## src/rtl/matrix_pkg.sv

```systemverilog
`default_nettype none
// +----------------------------------------------------------------------+
// | Module      : matrix_pkg                                             |
// | Description : Shared types and constants for the matrix host        |
// |               sequencer: FSM state encoding, pulse phase encoding,   |
// |               default timing constants and element counts.           |
// | Revision    : 1.0 - initial release                                  |
// +----------------------------------------------------------------------+
package matrix_pkg;

  // Default timing of the calculator enter strobe and finish wait
  localparam int c_hold_cyc_def = 2;
  localparam int c_gap_cyc_def  = 2;
  localparam int c_timeout_def  = 255;

  // 4 bytes of matrix A followed by 4 bytes of matrix B; 4 result words
  localparam int c_n_operands = 8;
  localparam int c_n_results  = 4;

  typedef enum logic [3:0] {
    S_IDLE     = 4'd0,
    S_LD_SETUP = 4'd1,
    S_LD_PULSE = 4'd2,
    S_LD_GAP   = 4'd3,
    S_WAIT_FIN = 4'd4,
    S_RD_CAP   = 4'd5,
    S_RD_PULSE = 4'd6,
    S_RD_GAP   = 4'd7,
    S_DONE     = 4'd8,
    S_FAIL     = 4'd9
  } state_t;

  typedef enum logic [1:0] {
    PH_IDLE = 2'd0,
    PH_HOLD = 2'd1,
    PH_GAP  = 2'd2
  } phase_t;

endpackage
`default_nettype wire

```

## src/rtl/enter_pulse_gen.sv

```systemverilog
`default_nettype none
// +----------------------------------------------------------------------+
// | Module      : enter_pulse_gen                                        |
// | Description : One enter strobe per trigger: HOLD_CYC cycles high,    |
// |               then GAP_CYC cycles low. Flags the last high cycle and |
// |               the last low cycle so the sequencer can step states.   |
// | Revision    : 1.0 - initial release                                  |
// +----------------------------------------------------------------------+
module enter_pulse_gen
  import matrix_pkg::*;
#(
  parameter int HOLD_CYC = c_hold_cyc_def,
  parameter int GAP_CYC  = c_gap_cyc_def
) (
  input  logic clk,
  input  logic rst_n,
  input  logic i_trig,
  input  logic i_abort,
  output logic o_enter,
  output logic o_hold_end,
  output logic o_done
);

  localparam int CW = $clog2((HOLD_CYC > GAP_CYC ? HOLD_CYC : GAP_CYC) + 1);

  phase_t          r_phase;
  logic [CW-1:0]   r_cnt;
  logic            r_enter;
  logic            w_hold_last;
  logic            w_gap_last;

  assign w_hold_last = (r_phase == PH_HOLD) && (r_cnt == CW'(HOLD_CYC - 1));
  assign w_gap_last  = (r_phase == PH_GAP)  && (r_cnt == CW'(GAP_CYC - 1));

  assign o_enter    = r_enter;
  assign o_hold_end = w_hold_last;
  assign o_done     = w_gap_last;

  // Phase sequencer: idle -> hold (strobe high) -> gap (strobe low) -> idle
  always_ff @(posedge clk or negedge rst_n) begin
    if (!rst_n) begin
      r_phase <= PH_IDLE;
      r_cnt   <= '0;
      r_enter <= 1'b0;
    end else if (i_abort) begin
      r_phase <= PH_IDLE;
      r_cnt   <= '0;
      r_enter <= 1'b0;
    end else begin
      case (r_phase)
        PH_IDLE: begin
          if (i_trig) begin
            r_phase <= PH_HOLD;
            r_cnt   <= '0;
            r_enter <= 1'b1;
          end
        end
        PH_HOLD: begin
          if (w_hold_last) begin
            r_phase <= PH_GAP;
            r_cnt   <= '0;
            r_enter <= 1'b0;
          end else begin
            r_cnt <= r_cnt + CW'(1);
          end
        end
        PH_GAP: begin
          if (w_gap_last) begin
            r_phase <= PH_IDLE;
            r_cnt   <= '0;
          end else begin
            r_cnt <= r_cnt + CW'(1);
          end
        end
        default: begin
          r_phase <= PH_IDLE;
          r_cnt   <= '0;
          r_enter <= 1'b0;
        end
      endcase
    end
  end

endmodule
`default_nettype wire

```

## src/rtl/matrix_host_seq.sv

```systemverilog
`default_nettype none
// +----------------------------------------------------------------------+
// | Module      : matrix_host_seq                                        |
// | Description : Host-side sequencer for a matrix calculator. Streams   |
// |               8 operand bytes with enter strobes, waits for finish,  |
// |               then collects 4 indexed result words into a buffer.    |
// | Revision    : 1.0 - initial release                                  |
// +----------------------------------------------------------------------+
module matrix_host_seq
  import matrix_pkg::*;
#(
  parameter int HOLD_CYC = c_hold_cyc_def,
  parameter int GAP_CYC  = c_gap_cyc_def,
  parameter int TIMEOUT  = c_timeout_def
) (
  input  logic       clk,
  input  logic       rst_n,
  input  logic       start,
  input  logic [1:0] op_in,
  input  logic       wr_en,
  input  logic [2:0] wr_addr,
  input  logic [7:0] wr_data,
  input  logic [1:0] rd_addr,
  output logic [4:0] rd_data,
  output logic [7:0] calc_data_in,
  output logic       calc_enter,
  output logic       calc_sw,
  output logic [1:0] calc_op,
  input  logic [4:0] calc_data_out,
  input  logic       calc_finish,
  input  logic       calc_error,
  input  logic [3:0] calc_index,
  output logic       busy,
  output logic       done,
  output logic       err
);

  localparam int WCW = $clog2(TIMEOUT + 1);

  state_t          r_state;
  logic [7:0]      r_opnd   [c_n_operands];
  logic [4:0]      r_result [c_n_results];
  logic [3:0]      r_k;
  logic [2:0]      r_r;
  logic [WCW-1:0]  r_wait;
  logic [7:0]      r_calc_data_in;
  logic            r_calc_sw;
  logic [1:0]      r_calc_op;
  logic            r_busy;
  logic            r_done;
  logic            r_err;

  logic            w_active;
  logic            w_err_abort;
  logic            w_idx_match;
  logic            w_trig;
  logic            w_hold_end;
  logic            w_pulse_done;
  logic [3:0]      w_k_next;
  logic [7:0]      w_first_byte;

  assign w_active    = (r_state != S_IDLE) && (r_state != S_DONE) && (r_state != S_FAIL);
  assign w_err_abort = w_active && calc_error;
  assign w_idx_match = (calc_index == {1'b0, r_r});
  assign w_k_next    = r_k + 4'd1;

  // A write to byte 0 in the start cycle must reach the calculator
  assign w_first_byte = (wr_en && (wr_addr == 3'd0)) ? wr_data : r_opnd[0];

  // Launch a strobe from setup, or after a capture that still needs more words
  assign w_trig = !w_err_abort &&
                  ((r_state == S_LD_SETUP) ||
                   ((r_state == S_RD_CAP) && w_idx_match && (r_r != 3'(c_n_results - 1))));

  assign rd_data      = r_result[rd_addr];
  assign calc_data_in = r_calc_data_in;
  assign calc_sw      = r_calc_sw;
  assign calc_op      = r_calc_op;
  assign busy         = r_busy;
  assign done         = r_done;
  assign err          = r_err;

  enter_pulse_gen #(
    .HOLD_CYC (HOLD_CYC),
    .GAP_CYC  (GAP_CYC)
  ) u_pulse (
    .clk        (clk),
    .rst_n      (rst_n),
    .i_trig     (w_trig),
    .i_abort    (w_err_abort),
    .o_enter    (calc_enter),
    .o_hold_end (w_hold_end),
    .o_done     (w_pulse_done)
  );

  // Operand buffer: host writes accepted only while no transaction runs
  always_ff @(posedge clk or negedge rst_n) begin
    if (!rst_n) begin
      for (int i = 0; i < c_n_operands; i++) r_opnd[i] <= '0;
    end else if (wr_en && !r_busy) begin
      r_opnd[wr_addr] <= wr_data;
    end
  end

  // Result buffer: written only by a capture whose index matches
  always_ff @(posedge clk or negedge rst_n) begin
    if (!rst_n) begin
      for (int i = 0; i < c_n_results; i++) r_result[i] <= '0;
    end else if ((r_state == S_RD_CAP) && !w_err_abort && w_idx_match) begin
      r_result[r_r[1:0]] <= calc_data_out;
    end
  end

  // Transaction sequencer: load operands, wait for finish, collect results
  always_ff @(posedge clk or negedge rst_n) begin
    if (!rst_n) begin
      r_state        <= S_IDLE;
      r_calc_data_in <= '0;
      r_calc_sw      <= 1'b0;
      r_calc_op      <= '0;
      r_busy         <= 1'b0;
      r_done         <= 1'b0;
      r_err          <= 1'b0;
      r_k            <= '0;
      r_r            <= '0;
      r_wait         <= '0;
    end else if (w_err_abort) begin
      r_state <= S_FAIL;
      r_err   <= 1'b1;
      r_busy  <= 1'b0;
    end else begin
      case (r_state)
        S_IDLE: begin
          if (start) begin
            r_calc_op      <= op_in;
            r_done         <= 1'b0;
            r_err          <= 1'b0;
            r_k            <= '0;
            r_r            <= '0;
            r_wait         <= '0;
            r_busy         <= 1'b1;
            r_calc_data_in <= w_first_byte;
            r_calc_sw      <= 1'b0;
            r_state        <= S_LD_SETUP;
          end
        end
        S_LD_SETUP: r_state <= S_LD_PULSE;
        S_LD_PULSE: if (w_hold_end) r_state <= S_LD_GAP;
        S_LD_GAP: begin
          if (w_pulse_done) begin
            r_k <= w_k_next;
            if (w_k_next == 4'(c_n_operands)) begin
              r_wait  <= '0;
              r_state <= S_WAIT_FIN;
            end else begin
              r_calc_data_in <= r_opnd[w_k_next[2:0]];
              r_calc_sw      <= w_k_next[2];
              r_state        <= S_LD_SETUP;
            end
          end
        end
        S_WAIT_FIN: begin
          if (calc_finish) begin
            r_r     <= '0;
            r_state <= S_RD_CAP;
          end else if (r_wait == WCW'(TIMEOUT - 1)) begin
            r_err   <= 1'b1;
            r_busy  <= 1'b0;
            r_state <= S_FAIL;
          end else begin
            r_wait <= r_wait + WCW'(1);
          end
        end
        S_RD_CAP: begin
          if (w_idx_match) begin
            r_r <= r_r + 3'd1;
            if (r_r == 3'(c_n_results - 1)) begin
              r_done  <= 1'b1;
              r_busy  <= 1'b0;
              r_state <= S_DONE;
            end else begin
              r_state <= S_RD_PULSE;
            end
          end else begin
            r_err   <= 1'b1;
            r_busy  <= 1'b0;
            r_state <= S_FAIL;
          end
        end
        S_RD_PULSE: if (w_hold_end) r_state <= S_RD_GAP;
        S_RD_GAP:   if (w_pulse_done) r_state <= S_RD_CAP;
        S_DONE:     r_state <= S_IDLE;
        S_FAIL:     r_state <= S_IDLE;
        default:    r_state <= S_IDLE;
      endcase
    end
  end

endmodule
`default_nettype wire
```

## config.mk

```make
export PLATFORM = sky130hd
export DESIGN_NAME = matrix_host_seq
export DESIGN_NICKNAME = d
export VERILOG_FILES = /design/src/rtl/matrix_pkg.sv /design/src/rtl/enter_pulse_gen.sv /design/src/rtl/matrix_host_seq.sv
export SDC_FILE = /design/constraint.sdc
export NUM_CORES = 1
export LEC_CHECK = 0
export BUFFER_PORTS_ARGS = -buffer_cell sky130_fd_sc_hd__buf_4
export CORE_MARGIN = 1
export CORE_UTILIZATION = 48
export CTS_CLUSTER_SIZE = 16
export DETAILED_ROUTE_END_ITERATION = 12
export GPL_TIMING_DRIVEN = 0
export PLACE_DENSITY = 0.69
export SYNTH_ARGS = -nofsm -noshare
export SYNTH_HDL_FRONTEND = slang
export SYNTH_SLANG_ARGS = --single-unit
export TNS_END_PERCENT = 30
```

## constraint.sdc

```tcl
create_clock -name clk -period 2.2 [get_ports clk]
set_input_delay 0.44 -clock clk [delete_from_list [all_inputs] [get_ports clk]]
set_output_delay 0.44 -clock clk [all_outputs]
set_load 0.1 [all_outputs]
```

==> results_dict.tcl, run 1 <==
set metrics [dict create \
    row_count 41 \
    period_needed_ps 2130 \
    cp_cell_sequence "buf_2 > nor3_2 > nand3_2 > a21o_1 > o21bai_4 > mux2_4" \
    final.setup.tns_ps 0 \
    critPathCaptureType "flop" \
    die_w_um 116 \
    start_util 0.495 \
    start_kind "flop" \
    cts_buffers 17 \
    cts_sinks 122 \
    grt_pass1_vias 4266 \
    nNetsFinal 579 \
    yosysSeqAreaShare 0.487 \
    power.density_nw_per_um2 1230 \
    core_um2 12700 \
    r2r_start "r_state[1]$_DFFE_PN0P_" \
    ys_ff_latch 122 \
    synth_top_area_frac 0.487 \
    setup_viol 0 \
    min_to "calc_op[1]$_DFFE_PN0P_" \
    synth_nets 510 \
    clkLatencyLatePin_ps 410 \
    ios 50 \
    r2r_end "calc_data_in[7]$_DFFE_PN0P_" \
    fin_worst_skew_ps 7.48 \
    worst_path_largest_cell_delay_ps 360 \
    antenna_found_initial 0 \
    finalHoldViolations 0 \
    crit_path_max_fanout 9 \
    num_antenna_cells 0 \
    grt_first_pass_wirelength_um 22200 \
    dp_cells 686 \
    maxSlewViolCount 0 \
    synth_edf_count 0 \
    hold_class "in2reg" \
    grtUsageTotal 0.222 \
    min_period_over_period 0.969 \
    synth.top_cells.by_count "dfrtp_1, mux2_2, mux4_2" \
    drive_gt1_frac 0.397 \
    dr.pass1.iters 4 \
    cts_max_path_buffers 2 \
    gp_congestion 0.935 \
    relSlewSlack 0.340 \
    reg2reg_slack_ps 70 \
    synth_area_leaders "dfrtp_1, mux2_2, mux4_2" \
    arrival_ps 2420 \
    cp.required_ps 2490 \
    critical_path_class "reg2reg" \
    whs_path_depth 2 \
    worstMarginPinSlew_ps 986 \
    grt-ovfl-total 0 \
    synth_cell_types 69 \
    async_flop_share 1.00 \
    synth_most_common_cell "dfrtp_1" \
    die_height_um 116 \
    io_buffers 46 \
    grt_setup_unrepaired "false" \
    avgSynthCellArea_um2 13.4 \
    synthCells 467 \
    grt_max_degree 96 \
    avgViaCountPerCell 5.71 \
    max_freq_mhz 469 \
    synth_top_area_cell "dfrtp_1" \
    place.detailed.hpwl_um 9100 \
    p_leak_uw 0.00335 \
    cts_tree "yes" \
    dr_total_vias 4117 \
    clock_tree.root_cell "clkbuf_16" \
    drtAntennaViolNets 0 \
    r2r_cells 6 \
    drc 0 \
    drt-total-wl_um 13600 \
    ir_worst_vdd_v 0.00116 \
    hp-start "op_in[1]" \
    area_delta_synth_final_pct 19.6 \
    synth_flop_cell "dfrtp_1" \
    netlist_area_um2 6270 \
    h-tree-depth 4 \
    first_iter_violations 265 \
    status "finished, final reports clean" \
    cts.clk_slew.worst_paths_ps 50 \
    critPathSlowestCell "dfrtp_1" \
    dieArea_um2 13500 \
    synth_warnings 0 \
    maxCapViolCount 0 \
    routedWlPerCell_um 18.9 \
    instances_no_fill 721 \
]
==> repair_timing <==
item,CTS,global route
setup endpoints to repair,9,28
endpoints found under the hold margin,27,0
pin swaps,0,1
hold buffers,1,0
gates resized for setup,5,5
buffers inserted,0,2
==> power by group <==
part / leakage [µW] / total [µW] / switching [µW] / internal (µW)
Clock: 0.000274 / 2660 / 991 / 1670
Sequential: 0.00155 / 3320 / 388 / 2930
Combinational: 0.00152 / 3230 / 1880 / 1360
Total: 0.00335 / 9210 / 3260 / 5950
==> worst max-delay path: cells and delay by family, from the launching register on <==
kind | cells | cell delay, ps
AOI/OAI and AO/OA | 2 | 580
DFF | 1 | 360
buffers and inverters | 1 | 180
muxes | 1 | 340
and+or+nand+nor | 2 | 530
==> layout by cell type (no fill, tap or decap), types with 6 or more instances in the layout <==
master and count:
nand3_1 11, buf_4 48, dfrtp_1 122, nor2_1 15
nand2_1 16, mux2_4 9, inv_1 15, a21oi_1 13
mux4_2 21, buf_2 7, ha_1 13, buf_6 6
clkbuf_16 17, a22oi_1 9, mux2i_1 9, mux2_1 20
mux2_2 69, clkbuf_1 6, o21ai_0 12
==> final cells by class <==
cell class / count / area (µm²)
Timing Repair Buffer: 50 / 402
Tap cell: 172 / 215
Sequential cell: 122 / 3050
Inverter: 15 / 56.3
Clock buffer: 22 / 484
Clock inverter: 10 / 92.6
Buffer: 19 / 133
Multi-Input combinational cell: 311 / 3070
Fill cell: 1023 / 5170
==> worst max path at each step <==
stage | to | start | cells after the start | slack (ps)
2_1_floorplan | calc_data_in[6]$_DFFE_PN0P_ | r_k[1]$_DFFE_PN0P_ | 7 | 50
3_3_place_gp | calc_data_in[6]$_DFFE_PN0P_ | r_k[1]$_DFFE_PN0P_ | 7 | -450
3_5_place_dp | calc_data_in[6]$_DFFE_PN0P_ | r_k[1]$_DFFE_PN0P_ | 7 | -420
4_1_cts | calc_data_in[3]$_DFFE_PN0P_ | r_k[0]$_DFFE_PN0P_ | 6 | 30
5_1_grt | calc_data_in[6]$_DFFE_PN0P_ | r_k[1]$_DFFE_PN0P_ | 7 | 0.04
6_report | calc_data_in[7]$_DFFE_PN0P_ | r_state[1]$_DFFE_PN0P_ | 6 | 70
==> layer usage <==
layer | GRT usage | routed length, µm
met2 | 0.364 | 6790
met4 | 0.0726 | 110
met3 | 0.0721 | 773
met5 | 0 | 0
met1 | 0.278 | 5920
==> cell families after synthesis <==
kind of cell / count (synthesis) / synth area share
buffers and inverters: 34 / 0.0267
AOI/OAI and AO/OA: 78 / 0.0944
adders and majority gates: 13 / 0.0259
xor gates and xnor gates: 5 / 0.00698
muxes: 128 / 0.271
DFF: 122 / 0.487
and+or+nand+nor: 87 / 0.0882
==> stage by stage <==
step / power, µW / hold WS [ps] / cell area, µm² / utilization / setup slack [ps]
finish: 9210 / 263 / 7500 / 0.592 / 68.4
global route: 9670 / 255 / 7500 / 0.592 / 0.0409
CTS: 9230 / 249 / 7470 / 0.590 / 28.7
detailed placement: 6530 / 329 / 6860 / 0.542 / -424
global placement: 6420 / 469 / 6830 / 0.539 / -451
floorplan: 5770 / 144 / 6270 / - / 49.8
==> sequential cells by signal, indices dropped and copies added (netlist names), 2 cells and up <==
signal / flops
u_pulse.r_phase: 2
r_result: 20
calc_op: 2
calc_data_in: 8
r_k: 4
u_pulse.r_cnt: 2
r_opnd: 64
r_r: 3
r_wait: 8
r_state: 4
No activity file was read; power rests on OpenSTA's default activity.
==> inputs of run 2 (changes only) <==
ABC_AREA = 1   (was not set)
GPL_TIMING_DRIVEN = 1   (was 0)
==> run 2 against run 1 <==
Against the previous run: sequential power down 2%; hold slack worse by 240 ps; final cell count increased by 43%; largest power group is now combinational cells.
==> results_dict.tcl, run 2 <==
set metrics [dict create \
    grt_pass1_vias 5162 \
    final_common_cell "nand2_1" \
    layout_common_cells "nand2_1, o21ai_0, dfrtp_1, nor2_1, buf_4" \
    dr.pass1.iters 5 \
    cts_tree "yes" \
    start_util 0.501 \
    synth.top_cells.by_count "nand2_1, o21ai_0, dfrtp_1" \
    met1_usage 0.325 \
    crit_top_cell "nand2_1" \
    instances_no_fill 1029 \
    worst_path_largest_cell_delay_ps 470 \
    fin_worst_skew_ps 6.57 \
    cts_hold_buffers 0 \
    reg2reg_slack_ps 350 \
    top_register "r_opnd" \
    synth_warnings 0 \
    maxCapViolCount 0 \
    setup_viol 0 \
    place_area_um2 6710 \
    p_leak_uw 0.00356 \
    critical_path_class "reg2reg" \
    synth_flop_cell "dfrtp_1" \
    cts.clk_slew.worst_paths_ps 50 \
    final.setup.tns_ps 0 \
    ios 50 \
    cts_sinks 122 \
    clkLatencyLatePin_ps 410 \
    dieArea_um2 13200 \
    ys_ff_latch 122 \
    drc 0 \
    max_freq_mhz 540 \
    design_power_total_uw 9590 \
    grt_setup_unrepaired "false" \
    cts_buffers 17 \
    synth_cell_types 30 \
    grtUsageTotal 0.245 \
    netlist_area_um2 6140 \
    finalHoldViolations 0 \
    die_w_um 115 \
    drtAntennaViolNets 0 \
    row_count 40 \
    first_iter_violations 497 \
    avgSynthCellArea_um2 7.74 \
    area_delta_synth_final_pct 18.4 \
    synthCells 793 \
    synth_most_common_cell "nand2_1" \
    status "finished, final reports clean" \
    routedWlPerCell_um 14.4 \
    fin_util 0.593 \
    drt-total-wl_um 14800 \
    gp_congestion 0.842 \
    r2r_start "r_state[3]$_DFFE_PN0P_" \
    relSlewSlack 0.620 \
    ir_worst_vdd_v 0.000578 \
    synthMuxAreaShare 0 \
    path_buf_inv 0 \
    crit_path_end "calc_data_in[2]$_DFFE_PN0P_" \
    synth_nets 836 \
    power.density_nw_per_um2 1320 \
    cts_setup_buffers 0 \
    synth_top_area_frac 0.497 \
    critPathCaptureType "flop" \
    design_area_um2 7270 \
    fillers 1081 \
    synth_area_leaders "dfrtp_1, nand2_1, o21ai_0" \
    yosys.area_share.simple 0.247 \
    io_buffers 49 \
    gr-usage-met2 0.403 \
    num_antenna_cells 0 \
    synth_compound_area_frac 0.165 \
    synth_edf_count 0 \
    grt_first_pass_wirelength_um 25000 \
    cp-startpoint "r_state[3]$_DFFE_PN0P_" \
    yosys.area_share.adder 0.0265 \
    place.detailed.hpwl_um 10100 \
    cp.required_ps 2550 \
    worstMarginPinSlew_ps 567 \
    arrival_ps 2200 \
    antenna_found_initial 0 \
    grt-ovfl-total 0 \
    r2r_cells 7 \
    cp.depth 7 \
    yosysSeqAreaShare 0.497 \
    avgViaCountPerCell 5.29 \
    die_height_um 115 \
    min_period_over_period 0.842 \
    cp_cell_sequence "nor2_2 > nand2_1 > nor3_2 > nand2_1 > nand3_1 > nand2_1 > nand2_1" \
    start_kind "flop" \
    h-tree-depth 4 \
    largest_registers "r_opnd: 64 flops, r_result: 20 flops" \
    crit_family "simple AND/OR/NAND/NOR gates" \
    cts_max_path_buffers 2 \
    dp_cells 997 \
    critPathSlowestCell "nor3_2" \
    drive_gt1_frac 0.146 \
    synth_top_area_cell "dfrtp_1" \
    grt_util_met3 0.0411 \
    crit_path_max_fanout 9 \
    period_needed_ps 1850 \
    dr_total_vias 5442 \
    grt_max_degree 71 \
    cts-resized-gates 0 \
    top_usage_layer "met2" \
    maxSlewViolCount 0 \
    async_flop_share 1.00 \
    hold_class "in2async" \
    clock_tree.root_cell "clkbuf_16" \
    synth_xor_xnor_area_share 0.00428 \
    nNetsFinal 891 \
    synth_top_family_by_area "simple AND/OR/NAND/NOR gates" \
    largest_reg_flops 64 \
    core_um2 12300 \
    r2r_end "calc_data_in[2]$_DFFE_PN0P_" \
]
[run 2: cell types whose count changed in the layout (fill, tap and decap cells not counted), moves of 16 or more]
cell and delta:
inv_1 +37, inv_2 +16, mux2_1 -20, mux2_2 -69, mux4_2 -21, nand2_1 +221, nand3_1 +17, nor2_1 +50
o21ai_0 +114, o21ai_1 +36
[run 2: area by class of cell]
class / count / area [µm²] / share of cell area
Timing Repair Buffer: 58 / 460 / 0.0633
Clock inverter: 7 / 65.1 / 0.00895
Sequential cell: 122 / 3050 / 0.420
Inverter: 70 / 263 / 0.0361
Multi-Input combinational cell: 579 / 2720 / 0.375
Clock buffer: 25 / 495 / 0.0681
Tap cell: 168 / 210 / 0.0289
[run 2: cell families after synthesis]
logic type / count (synthesis)
buf+inv: 92
xor+xnor: 3
compound gates: 198
simple gates: 365
flops: 122
fa+ha+maj: 13
[run 2: power by group]
part	switching (µW)	internal, µW
clock network	953	1660
logic	2620	1110
registers	378	2860
[run 2: metrics by stage]
step           hold WS (ps)  worst slack, ps
2_1_floorplan           144             -481
3_3_place_gp            454              418
3_5_place_dp            462              362
4_1_cts                26.8              370
5_1_grt                34.9              194
6_report               20.0              347
[run 2: per-layer routing]
layer | share of wire | routed length (µm)
met5 | 0 | 0
met4 | 0.021 | 307
met3 | 0.051 | 752
met2 | 0.47 | 6990
met1 | 0.46 | 6790
[run 2: worst min-delay path by stage]
stage                                      start                        endpoint  slack (ps)  cells after the start
finish                                     rst_n  u_pulse.r_phase[0]$_DFFE_PN0P_          20                      2
floorplan                                  rst_n                busy$_DFFE_PN0P_         140                      0
CTS                                        rst_n  u_pulse.r_phase[0]$_DFFE_PN0P_          30                      2
global route                               rst_n  u_pulse.r_phase[0]$_DFFE_PN0P_          30                      2
detailed placement                         rst_n  u_pulse.r_phase[0]$_DFFE_PN0P_         460                      2
global placement    u_pulse.r_cnt[1]$_DFFE_PN0P_    u_pulse.r_cnt[1]$_DFFE_PN0P_         450                      2
